## src/rtl/decode_queue.sv

```systemverilog
// decode_queue: buffered RV32I/M decode stage between fetch and issue.
// Fetch pushes {instr, pc} into a FIFO; the decoded head is registered.
//
// Ports:
//   clk, rst_n, flush         clock, async active-low reset, sync flush
//   in_valid/in_ready         fetch handshake, D_instruction, D_pc
//   out_valid/out_ready       issue handshake for the decoded bundle
//   D_count                   FIFO occupancy
//   D_* / is_* / illegal      registered decode results
module decode_queue #(
  parameter int ADDRESS_SIZE     = 32,
  parameter int REG_ADDRESS_SIZE = 5,
  parameter int DEPTH            = 4,
  parameter bit ENABLE_MUL       = 1'b1
) (
  input  logic                        clk,
  input  logic                        rst_n,
  input  logic                        flush,
  input  logic                        in_valid,
  output logic                        in_ready,
  input  logic [ADDRESS_SIZE-1:0]     D_instruction,
  input  logic [ADDRESS_SIZE-1:0]     D_pc,
  output logic                        out_valid,
  input  logic                        out_ready,
  output logic [$clog2(DEPTH):0]      D_count,
  output logic [REG_ADDRESS_SIZE-1:0] D_addr_r1,
  output logic [REG_ADDRESS_SIZE-1:0] D_addr_r2,
  output logic [REG_ADDRESS_SIZE-1:0] D_dest,
  output logic [2:0]                  D_funct3,
  output logic                        D_We,
  output logic                        D_op,
  output logic [ADDRESS_SIZE-1:0]     D_immediate,
  output logic                        D_Ie,
  output logic                        D_b,
  output logic                        D_jalr,
  output logic [ADDRESS_SIZE-1:0]     D_bTarget,
  output logic [ADDRESS_SIZE-1:0]     D_link,
  output logic                        is_mul,
  output logic                        is_alu,
  output logic                        is_mem,
  output logic                        illegal
);

  localparam int AW = ADDRESS_SIZE;
  localparam int RW = REG_ADDRESS_SIZE;
  localparam int PW = $clog2(DEPTH);
  localparam int CW = PW + 1;

  typedef struct packed {
    logic [RW-1:0] r1;
    logic [RW-1:0] r2;
    logic [RW-1:0] dest;
    logic [2:0]    f3;
    logic          we;
    logic          op;
    logic [AW-1:0] imm;
    logic          ie;
    logic          b;
    logic          jalr;
    logic [AW-1:0] tgt;
    logic [AW-1:0] link;
    logic          mul;
    logic          alu;
    logic          mem;
    logic          ill;
  } dec_t;

  logic [AW-1:0] mem_instr [DEPTH];
  logic [AW-1:0] mem_pc    [DEPTH];
  logic [PW-1:0] wr_ptr;
  logic [PW-1:0] rd_ptr;
  logic [CW-1:0] count;
  logic          push;
  logic          pop;
  logic          empty;

  assign in_ready = (count != CW'(DEPTH));
  assign empty    = (count == '0);
  assign push     = in_valid && in_ready && !flush;
  assign pop      = !empty && (!out_valid || out_ready) && !flush;
  assign D_count  = count;

  always_ff @(posedge clk) begin
    if (push) begin
      mem_instr[wr_ptr] <= D_instruction;
      mem_pc[wr_ptr]    <= D_pc;
    end
  end

  // Pointers wrap naturally since DEPTH is a power of two.
  always_ff @(posedge clk or negedge rst_n) begin
    if (!rst_n) begin
      wr_ptr <= '0;
      rd_ptr <= '0;
      count  <= '0;
    end else if (flush) begin
      wr_ptr <= '0;
      rd_ptr <= '0;
      count  <= '0;
    end else begin
      if (push) wr_ptr <= wr_ptr + 1'b1;
      if (pop)  rd_ptr <= rd_ptr + 1'b1;
      unique case ({push, pop})
        2'b10:   count <= count + 1'b1;
        2'b01:   count <= count - 1'b1;
        default: count <= count;
      endcase
    end
  end

  logic [AW-1:0] h;
  logic [AW-1:0] hp;
  logic [AW-1:0] i_imm;
  logic [AW-1:0] s_imm;
  logic [AW-1:0] b_imm;
  logic [AW-1:0] j_imm;
  logic [AW-1:0] u_imm;
  logic [6:0]    opc;
  logic op_rr, op_ir, op_lr, op_sr;
  logic op_br, op_jal, op_jalr;
  logic op_lui, op_auipc;
  dec_t dec;
  dec_t dq;

  assign h   = mem_instr[rd_ptr];
  assign hp  = mem_pc[rd_ptr];
  assign opc = h[6:0];

  assign i_imm = {{(AW-12){h[31]}}, h[31:20]};
  assign s_imm = {{(AW-12){h[31]}}, h[31:25], h[11:7]};
  assign b_imm = {{(AW-13){h[31]}}, h[31], h[7],
                  h[30:25], h[11:8], 1'b0};
  assign j_imm = {{(AW-21){h[31]}}, h[31], h[19:12],
                  h[20], h[30:21], 1'b0};
  assign u_imm = {h[31:12], 12'b0};

  assign op_rr    = (opc == 7'b0110011);
  assign op_ir    = (opc == 7'b0010011);
  assign op_lr    = (opc == 7'b0000011);
  assign op_sr    = (opc == 7'b0100011);
  assign op_br    = (opc == 7'b1100011);
  assign op_jal   = (opc == 7'b1101111);
  assign op_jalr  = (opc == 7'b1100111);
  assign op_lui   = (opc == 7'b0110111);
  assign op_auipc = (opc == 7'b0010111);

  always_comb begin
    dec      = '0;
    dec.r1   = h[19:15];
    dec.r2   = h[24:20];
    dec.dest = h[11:7];
    dec.f3   = h[14:12];
    dec.link = hp + AW'(4);
    unique case (1'b1)
      op_rr: begin
        dec.we  = 1'b1;
        dec.op  = h[30];
        dec.mul = h[25];
        dec.ill = h[25] && !ENABLE_MUL;
      end
      op_ir: begin
        dec.we  = 1'b1;
        dec.ie  = 1'b1;
        dec.imm = i_imm;
      end
      op_lr: begin
        dec.we  = 1'b1;
        dec.ie  = 1'b1;
        dec.imm = i_imm;
        dec.mem = 1'b1;
      end
      op_sr: begin
        dec.ie  = 1'b1;
        dec.imm = s_imm;
        dec.mem = 1'b1;
      end
      op_br: begin
        dec.op  = 1'b1;
        dec.imm = b_imm;
        dec.b   = 1'b1;
        dec.tgt = hp + b_imm;
      end
      op_jal: begin
        dec.we  = 1'b1;
        dec.imm = j_imm;
        dec.b   = 1'b1;
        dec.tgt = hp + j_imm;
      end
      op_jalr: begin
        dec.we   = 1'b1;
        dec.ie   = 1'b1;
        dec.imm  = i_imm;
        dec.b    = 1'b1;
        dec.jalr = 1'b1;
      end
      op_lui: begin
        dec.we  = 1'b1;
        dec.ie  = 1'b1;
        dec.imm = u_imm;
      end
      op_auipc: begin
        // AUIPC result rides in the target field, not a branch.
        dec.we  = 1'b1;
        dec.ie  = 1'b1;
        dec.imm = u_imm;
        dec.tgt = hp + u_imm;
      end
      default: dec.ill = 1'b1;
    endcase
    if (dec.dest == '0) dec.we = 1'b0;
    dec.alu = !dec.mul && !dec.mem && !dec.ill;
  end

  always_ff @(posedge clk or negedge rst_n) begin
    if (!rst_n) begin
      out_valid <= 1'b0;
      dq        <= '0;
    end else if (flush) begin
      out_valid <= 1'b0;
    end else if (pop) begin
      out_valid <= 1'b1;
      dq        <= dec;
    end else if (out_ready) begin
      out_valid <= 1'b0;
    end
  end

  assign D_addr_r1   = dq.r1;
  assign D_addr_r2   = dq.r2;
  assign D_dest      = dq.dest;
  assign D_funct3    = dq.f3;
  assign D_We        = dq.we;
  assign D_op        = dq.op;
  assign D_immediate = dq.imm;
  assign D_Ie        = dq.ie;
  assign D_b         = dq.b;
  assign D_jalr      = dq.jalr;
  assign D_bTarget   = dq.tgt;
  assign D_link      = dq.link;
  assign is_mul      = dq.mul;
  assign is_alu      = dq.alu;
  assign is_mem      = dq.mem;
  assign illegal     = dq.ill;

endmodule
```

## config.mk

```make
export PLATFORM = sky130hd
export DESIGN_NAME = decode_queue
export DESIGN_NICKNAME = d
export VERILOG_FILES = /design/src/rtl/decode_queue.sv
export SDC_FILE = /design/constraint.sdc
export NUM_CORES = 1
export LEC_CHECK = 0
export BUFFER_PORTS_ARGS = -buffer_cell sky130_fd_sc_hd__buf_2
export CAP_MARGIN = 0
export CORE_ASPECT_RATIO = 1.2
export CORE_MARGIN = 1
export CORE_UTILIZATION = 64
export DETAILED_ROUTE_END_ITERATION = 10
export PLACE_DENSITY = 0.86
export SYNTH_ARGS = -nofsm -noshare
export SYNTH_HDL_FRONTEND = slang
export SYNTH_SLANG_ARGS = --single-unit
export TNS_END_PERCENT = 5
```

## constraint.sdc

```tcl
create_clock -name clk -period 12.8 [get_ports clk]
set_input_delay 0.64 -clock clk [delete_from_list [all_inputs] [get_ports clk]]
set_output_delay 0.64 -clock clk [all_outputs]
set_load 0.02 [all_outputs]
```

==> out/qor.yml, run 1 <==
synth-edff-count: 256
max-slew-margin-rel_pct: 11.4
synth_cell_type_count: 79
status: "finished, final reports clean"
netlist_instances: 1342
die_h_um: 186
path_buf_inv: 1
crit_arrival_ns: 6.44
path_cells: "buf_4 -> mux4_2 -> nand3b_1 -> or2_2 -> nor2_4 -> mux2_2 -> ha_1 -> fa_1 -> a211oi_1 -> o211ai_1 -> nand3b_1 -> a21oi_1 -> o41ai_1 -> o211a_1 -> xor2_1 -> o221ai_1"
period_share_pct: 47.4
synthesis.nets: 1469
multiInputGateArea_mm2: 0.00666
cts_hold_buf: 0
syn_area_per_cell_um2: 13.4
crit_type: "reg2reg"
cts_buffers: 38
endpoint_kind: "flip-flop"
overflow: 0
max_stage_delay_ns: 0.71
r2r-start: "rd_ptr[1]"
track_usage_pct: 31.4
dr.pass1.iters: 8
dp_hpwl_um: 29900
synth_area_mm2: 0.0180
synth_top_area_share_pct: 42.7
cts_tree: "done"
cp_top_family: "compound AO/OA/AOI/OAI gates"
routabilityCongestion: 0.933
crit_top_cell: "nand3b_1"
fin_crit_ns: 6.07
drt_wl_total_um: 44400
core_area_mm2: 0.0273
cp-start-kind: "flip-flop"
synth.area.top_cells: "edfxtp_1, dfrtp_1, mux4_2"
ctsHtreeMaxLevel: 2
io_buffers: 196
initial_core_util_pct: 65.8
fin_nets: 1658
startpoint: "rd_ptr[1]"
antenna_found_initial: 3
fmax_mhz: 165
leakagePower_nw: 8.22
tns_ns: 0
fin_area_mm2: 0.0204
p_per_area_mw_per_mm2: 242
cp_data_required_time_ns: 13.17
cp_slowest_cell: "dfrtp_2"
post-cts-setup-buffers: 0
vias_per_cell: 6.34
ys_seq_area_share_pct: 60.9
rsz0062_at_grt: "no"
clock_tree.root_cell: "clkbuf_16"
cp_max_fo: 43
synthFlopType: "edfxtp_1"
fin_util_pct: 74.8
maxCapViolations: 0
ys_async_sr_fraction_pct: 33.9
ios: 197
drive_gt1_share_pct: 22.8
placed_cell_area_mm2: 0.0192
num_rows: 66
setup_viol: 0
drt_iter0_drc: 1011
yosysTopAreaCell: "edfxtp_1"
design.die.area_mm2: 0.0288
fillers: 1715
ys_warn_count: 0
num_vias: 12300
skew_ns: 0.0212
clk_path_buf_depth: 3
worst_slew_pin_slew_ns: 1.32
cts_sinks: 387
grt_max_degree: 94
cts_resized: 0
ys_ff_latch: 387
hold_class: "in2async"
wl_per_cell_um: 22.9
hold_viol: 0
grt_pass1_vias: 12200
clk_pin_slew_worst_paths_ns: 0.06
grt_pass1_wl_um: 67200
syn_to_final_growth_pct: 13.6
die_w_um: 155
maxSlewViolCount: 0
ir_worst_vdd_uv: 197
ff2ff_setup_slack_ns: 6.73
ant_nets: 0
clk_latency_ns: 0.52
drc: 0
register_area_mm2: 0.0110
## area by class of cell
type / count / share of cell area, %
timing repair buffer: 207 / 5.23
clock buffer: 54 / 5.35
sequential: 387 / 53.7
multi-input combinational: 883 / 32.6
clock inverter: 15 / 0.569
tap: 374 / 2.29
antenna: 4 / 0.0490
inverter: 14 / 0.257
## state kept, by name, summed over array words and instances (netlist names), 2 cells and up
| name | count |
|---|---|
| D_addr_r1 | 5 |
| D_addr_r2 | 5 |
| D_bTarget | 32 |
| D_count | 3 |
| D_dest | 5 |
| D_funct3 | 3 |
| D_immediate | 32 |
| D_link | 32 |
| mem_instr | 128 |
| mem_pc | 128 |
| rd_ptr | 2 |
| wr_ptr | 2 |
## final timing paths
kind                       cells past startpoint              end
max                                           16    D_bTarget[29]
min                                            1              D_b
max reg2reg                                   16    D_bTarget[29]
min reg2reg                                    2       D_link[31]
max in group asynchronous                      2     D_addr_r2[2]
min in group clk                               1  mem_instr[1][9]
## power by group
part / leakage [nW] / switching (W) / internal, W
clock: 0.604 / 0.000454 / 0.000620
sequential: 4.03 / 0.000130 / 0.00152
combinational: 3.59 / 0.00139 / 0.000826
total: 8.22 / 0.00197 / 0.00297
## synth_stat cells, drive strengths merged, types with 13 or more instances
cell	instances
buf	25
and3	13
a22oi	13
a21oi	60
nand3	28
clkbuf	31
o21ai	95
inv	14
a21o	38
ha	55
xnor2	38
nand2	190
dfrtp	131
a221oi	17
nand4	16
xor2	35
nor2	80
edfxtp	256
mux4	63
## worst reg2reg max path, delay by kind of cell (launching register included)
family | cells | cell delay [ns]
compound gates | 6 | 1.66
mux | 2 | 0.94
simple gates | 4 | 1.15
fa+ha+maj | 2 | 0.67
buf+inv | 1 | 0.62
flops | 1 | 0.71
xor+xnor | 1 | 0.16
## metal layers
| layer | global-route usage (%) | part of all wire (%) | vias up |
|---|---|---|---|
| met5 | 0 | 0 | - |
| met4 | 15.4 | 4.4 | 0 |
| met3 | 5.19 | 7.9 | 135 |
| met2 | 51.8 | 49 | 659 |
| met1 | 40.8 | 38 | 6029 |
| li1 | - | - | 5466 |
## cells by family after synthesis
family          Yosys count  share of synthesized area (%)
mux                      74                           8.86
xor+xnor                 73                           3.55
fa+ha+maj                58                           4.16
buf+inv                  72                           2.16
flops                   387                           60.9
simple gates            388                           10.1
compound gates          290                           10.3
## stage by stage
step	std cells	hold slack, ns	total power (W)	worst slack (ns)
2_1_floorplan	1342	0.344	0.00325	8.26
3_3_place_gp	1865	0.449	0.00378	6.97
3_5_place_dp	1865	0.463	0.00383	6.90
4_1_cts	1934	0.113	0.00491	6.82
5_1_grt	1938	0.139	0.00519	6.37
6_report	1938	0.106	0.00494	6.73
## placed cells by master (no fill, tap or decap), types with 14 or more instances in the layout
cell type / n
a221oi_1: 17
clkbuf_16: 40
o21ai_1: 22
nor2_1: 76
inv_1: 14
dfrtp_1: 129
buf_2: 195
ha_1: 55
nand3_1: 27
a21o_1: 38
o21ai_0: 72
mux4_1: 15
a21oi_1: 58
nand2_1: 190
edfxtp_1: 256
nand4_1: 14
mux4_2: 48
xnor2_1: 38
xor2_1: 35
Power figures use the tool's default switching activity.
==> run 2, diff against run 1 <==
--- a/config.mk
+++ b/config.mk
@@ -5,13 +5,14 @@
 export SDC_FILE = /design/constraint.sdc
 export NUM_CORES = 1
 export LEC_CHECK = 0
+export ABC_AREA = 1
 export BUFFER_PORTS_ARGS = -buffer_cell sky130_fd_sc_hd__buf_2
 export CAP_MARGIN = 0
 export CORE_ASPECT_RATIO = 1.2
 export CORE_MARGIN = 1
-export CORE_UTILIZATION = 64
+export CORE_UTILIZATION = 60
 export DETAILED_ROUTE_END_ITERATION = 10
-export PLACE_DENSITY = 0.86
+export PLACE_DENSITY = 0.81
 export SYNTH_ARGS = -nofsm -noshare
 export SYNTH_HDL_FRONTEND = slang
 export SYNTH_SLANG_ARGS = --single-unit
==> constraint.sdc (replaced) <==
create_clock -name clk -period 5.99 [get_ports clk]
set_input_delay 0.2995 -clock clk [delete_from_list [all_inputs] [get_ports clk]]
set_output_delay 0.2995 -clock clk [all_outputs]
set_load 0.02 [all_outputs]
==> out/qor.yml, run 2 <==
status: "finished, final reports clean"
cp_max_fo: 57  # +33%
ios: 197  # unchanged
ys_seq_area_share_pct: 53.8  # -7.2 points
crit_top_cell: "nand2_1"
ctsHtreeMaxLevel: 2  # unchanged
io_buffers: 196  # unchanged
post-cts-setup-buffers: 0  # unchanged
hold_class: "in2reg"
ir_worst_vdd_uv: 424  # +110%
drt_wl_total_um: 61500  # +38%
num_vias: 17800  # +45%
final_cell_mix: "nand2_1, edfxtp_1, inv_1"
final_common_cell: "nand2_1"
synthFlopType: "edfxtp_1"
leakagePower_nw: 11.2  # +36%
vias_per_cell: 5.76  # -9.1%
crit_cells: 21  # +5
skew_ns: 0.0264  # +0.00521 ns
dp_hpwl_um: 42700  # +43%
netlist_top_cells_count: "nand2_1, edfxtp_1, inv_1, nand3_1, nor2_1"
synth.area.top_cells: "edfxtp_1, nand2_1, dfrtp_1"
die_h_um: 204  # +9.9%
fin_nets: 2737  # +65%
core_area_mm2: 0.0333  # +22%
setup_viol: 0  # unchanged
ant_nets: 0  # unchanged
antenna_found_initial: 0  # -3
routabilityCongestion: 1.05  # +12%
maxCapViolations: 0  # unchanged
cp_slowest_cell: "dfrtp_4"
cts_resized: 0  # unchanged
design.die.area_mm2: 0.0347  # +21%
synthesis.nets: 2491  # +70%
cts_sinks: 387  # unchanged
combinationalPowerShare_pct: 60.2  # +15 points
num_rows: 73  # +11%
synth_most_common_cell: "nand2_1"
tns_ns: 0  # unchanged
ys_async_sr_fraction_pct: 33.9  # unchanged
cts_tree: "done"
fmax_mhz: 210  # +27%
drc: 0  # unchanged
ys_ff_latch: 387  # unchanged
syn_area_per_cell_um2: 8.63  # -36%
seqPwrFrac_pct: 23.7  # -9.8 points
path_cells: "inv_4 -> nand3_1 -> nand3_1 -> nand2_1 -> nor3_4 -> nand2_2 -> inv_2 -> nand2_1 -> o21ai_0 -> ha_1 -> nand2_1 -> inv_1 -> a21oi_1 -> nand3_1 -> nand2_1 -> nand2_1 -> nand2_1 -> nand3_1 -> nand2_1 -> nand2_1 -> nand2_1"
cp_data_required_time_ns: 6.48  # -6.69 ns
crit_arrival_ns: 5.26  # -1.18 ns
maxSlewViolCount: 0  # unchanged
max_stage_delay_ns: 0.72  # about the same
syn_to_final_growth_pct: 15.7
ff2ff_path_depth: 21  # +5
fin_crit_ns: 4.77  # -1.30 ns
crit_type: "reg2reg"
wl_per_cell_um: 19.9  # -13%
num_antenna_cells: 0  # -4
overflow: 0  # unchanged
synth_top_area_share_pct: 37.7  # -5.0 points
netlist_instances: 2364  # +76%
power.internal_w: 0.00750  # +150%
swShare_pct: 51.2  # +11 points
ys_warn_count: 0  # unchanged
drive_gt1_share_pct: 13.3  # -9.5 points
dr.pass1.iters: 6  # -2
reg_top3: "mem_instr (128), mem_pc (128)"
track_usage_pct: 36.0  # +4.6 points
die_w_um: 170  # +9.8%
yosysTopAreaCell: "edfxtp_1"
worst_slew_pin_slew_ns: 1.11  # -0.213 ns
synth_cell_type_count: 52  # -34%
max-slew-margin-rel_pct: 25.7  # +14 points
grt_pass1_wl_um: 94300  # +40%
hold_viol: 0  # unchanged
period_share_pct: 79.7  # +32 points
clk_latency_ns: 0.57  # +0.05 ns
synth-edff-count: 256  # unchanged
synth_area_mm2: 0.0204  # +13%
clock_tree.root_cell: "clkbuf_16"
path_buf_inv: 3  # +2
rsz0062_at_grt: "no"
initial_core_util_pct: 61.2  # -4.6 points
power_frac_clock_pct: 16.1  # -5.7 points
clk_path_buf_depth: 3  # unchanged
drt_iter0_drc: 1878  # +86%
grt_max_degree: 84  # -11%
fin_util_pct: 70.8  # -4.0 points
endpoint_kind: "flip-flop"
cp_top_family: "simple AND/OR/NAND/NOR gates"
p_per_area_mw_per_mm2: 652  # +170%
grt_pass1_vias: 17100  # +40%
whs_path_depth: 4
p_switching_w: 0.00788  # +300%
cp-start-kind: "flip-flop"
clk_pin_slew_worst_paths_ns: 0.06  # about the same
cts_buffers: 38  # unchanged
run 2: path summary, 6_finish.rpt:
kind | from | endpoint | slack (ns)
worst min register to register | D_link[3] | D_link[3] | 0.47
min in group asynchronous | rst_n | D_immediate[5] | 0.31
worst max-delay path | rd_ptr[0] | D_bTarget[29] | 1.22
max in group asynchronous | rst_n | D_link[25] | 4.34
worst max register to register | rd_ptr[0] | D_bTarget[29] | 1.22
worst min-delay path | out_ready | out_valid | 0.08
run 2: power groups by stage:
stage	Sequential, W	Clock, W	Combinational [W]
final	0.00365	0.00248	0.00926
after floorplan	0.00405	0	0.00593
after CTS	0.00364	0.00248	0.00905
after global placement	0.00367	0	0.00887
after global routing	0.00369	0.00259	0.0101
after detailed placement	0.00368	0	0.00896
run 2: cell type report:
type	count	area [um2]
Inverter	216	816
Clock buffer	46	991
Tap cell	450	563
Fill cell	2529	9730
Timing Repair Buffer	288	1840
Clock inverter	22	299
Multi-Input combinational cell	1679	8130
Sequential cell	387	11000
run 2: tightest hold or removal path: stages:
cell and delay, ns:
buf_2 0.10, inv_1 0.06, a31oi_1 0.09, inv_1 0.06
run 2: cells by family (layout without fill, tap and decap cells):
| kind of cell | count (synthesis) | after routing | share of synthesized area [%] |
|---|---|---|---|
| flip-flops | 387 | 387 | 53.8 |
| XOR/XNOR | 32 | 32 | 1.37 |
| AO/OA/AOI/OAI | 210 | 210 | 6.17 |
| adder cells (fa/ha/maj) | 58 | 58 | 3.67 |
| AND/OR/NAND/NOR | 1379 | 1379 | 28.4 |
| buffers and inverters | 298 | 572 | 6.62 |
run 2: per-layer routing:
| metal | up-vias | global-route usage [%] | routed length, um |
|---|---|---|---|
| met5 | - | 0 | 0 |
| met4 | 0 | 18.1 | 3290 |
| met3 | 201 | 5.98 | 5550 |
| met2 | 976 | 60.2 | 29200 |
| met1 | 8408 | 45.1 | 23400 |
| li1 | 8214 | - | - |
run 2: stage by stage:
step	instance area (um2)	std cells	hold WS [ns]	power [W]	setup slack, ns
2_1_floorplan	20400	2364	0.00391	0.00998	1.59
3_3_place_gp	21700	2954	0.331	0.0125	1.50
3_5_place_dp	21700	2954	0.333	0.0126	1.45
4_1_cts	23600	3088	0.0651	0.0152	1.37
5_1_grt	23600	3088	0.111	0.0164	0.960
6_report	23600	3088	0.0802	0.0154	1.22
run 2: repair_timing:
action	4_1_cts	5_1_grt
hold buffers	66	0
hold endpoints to repair	321	0
setup endpoints to repair	0	0
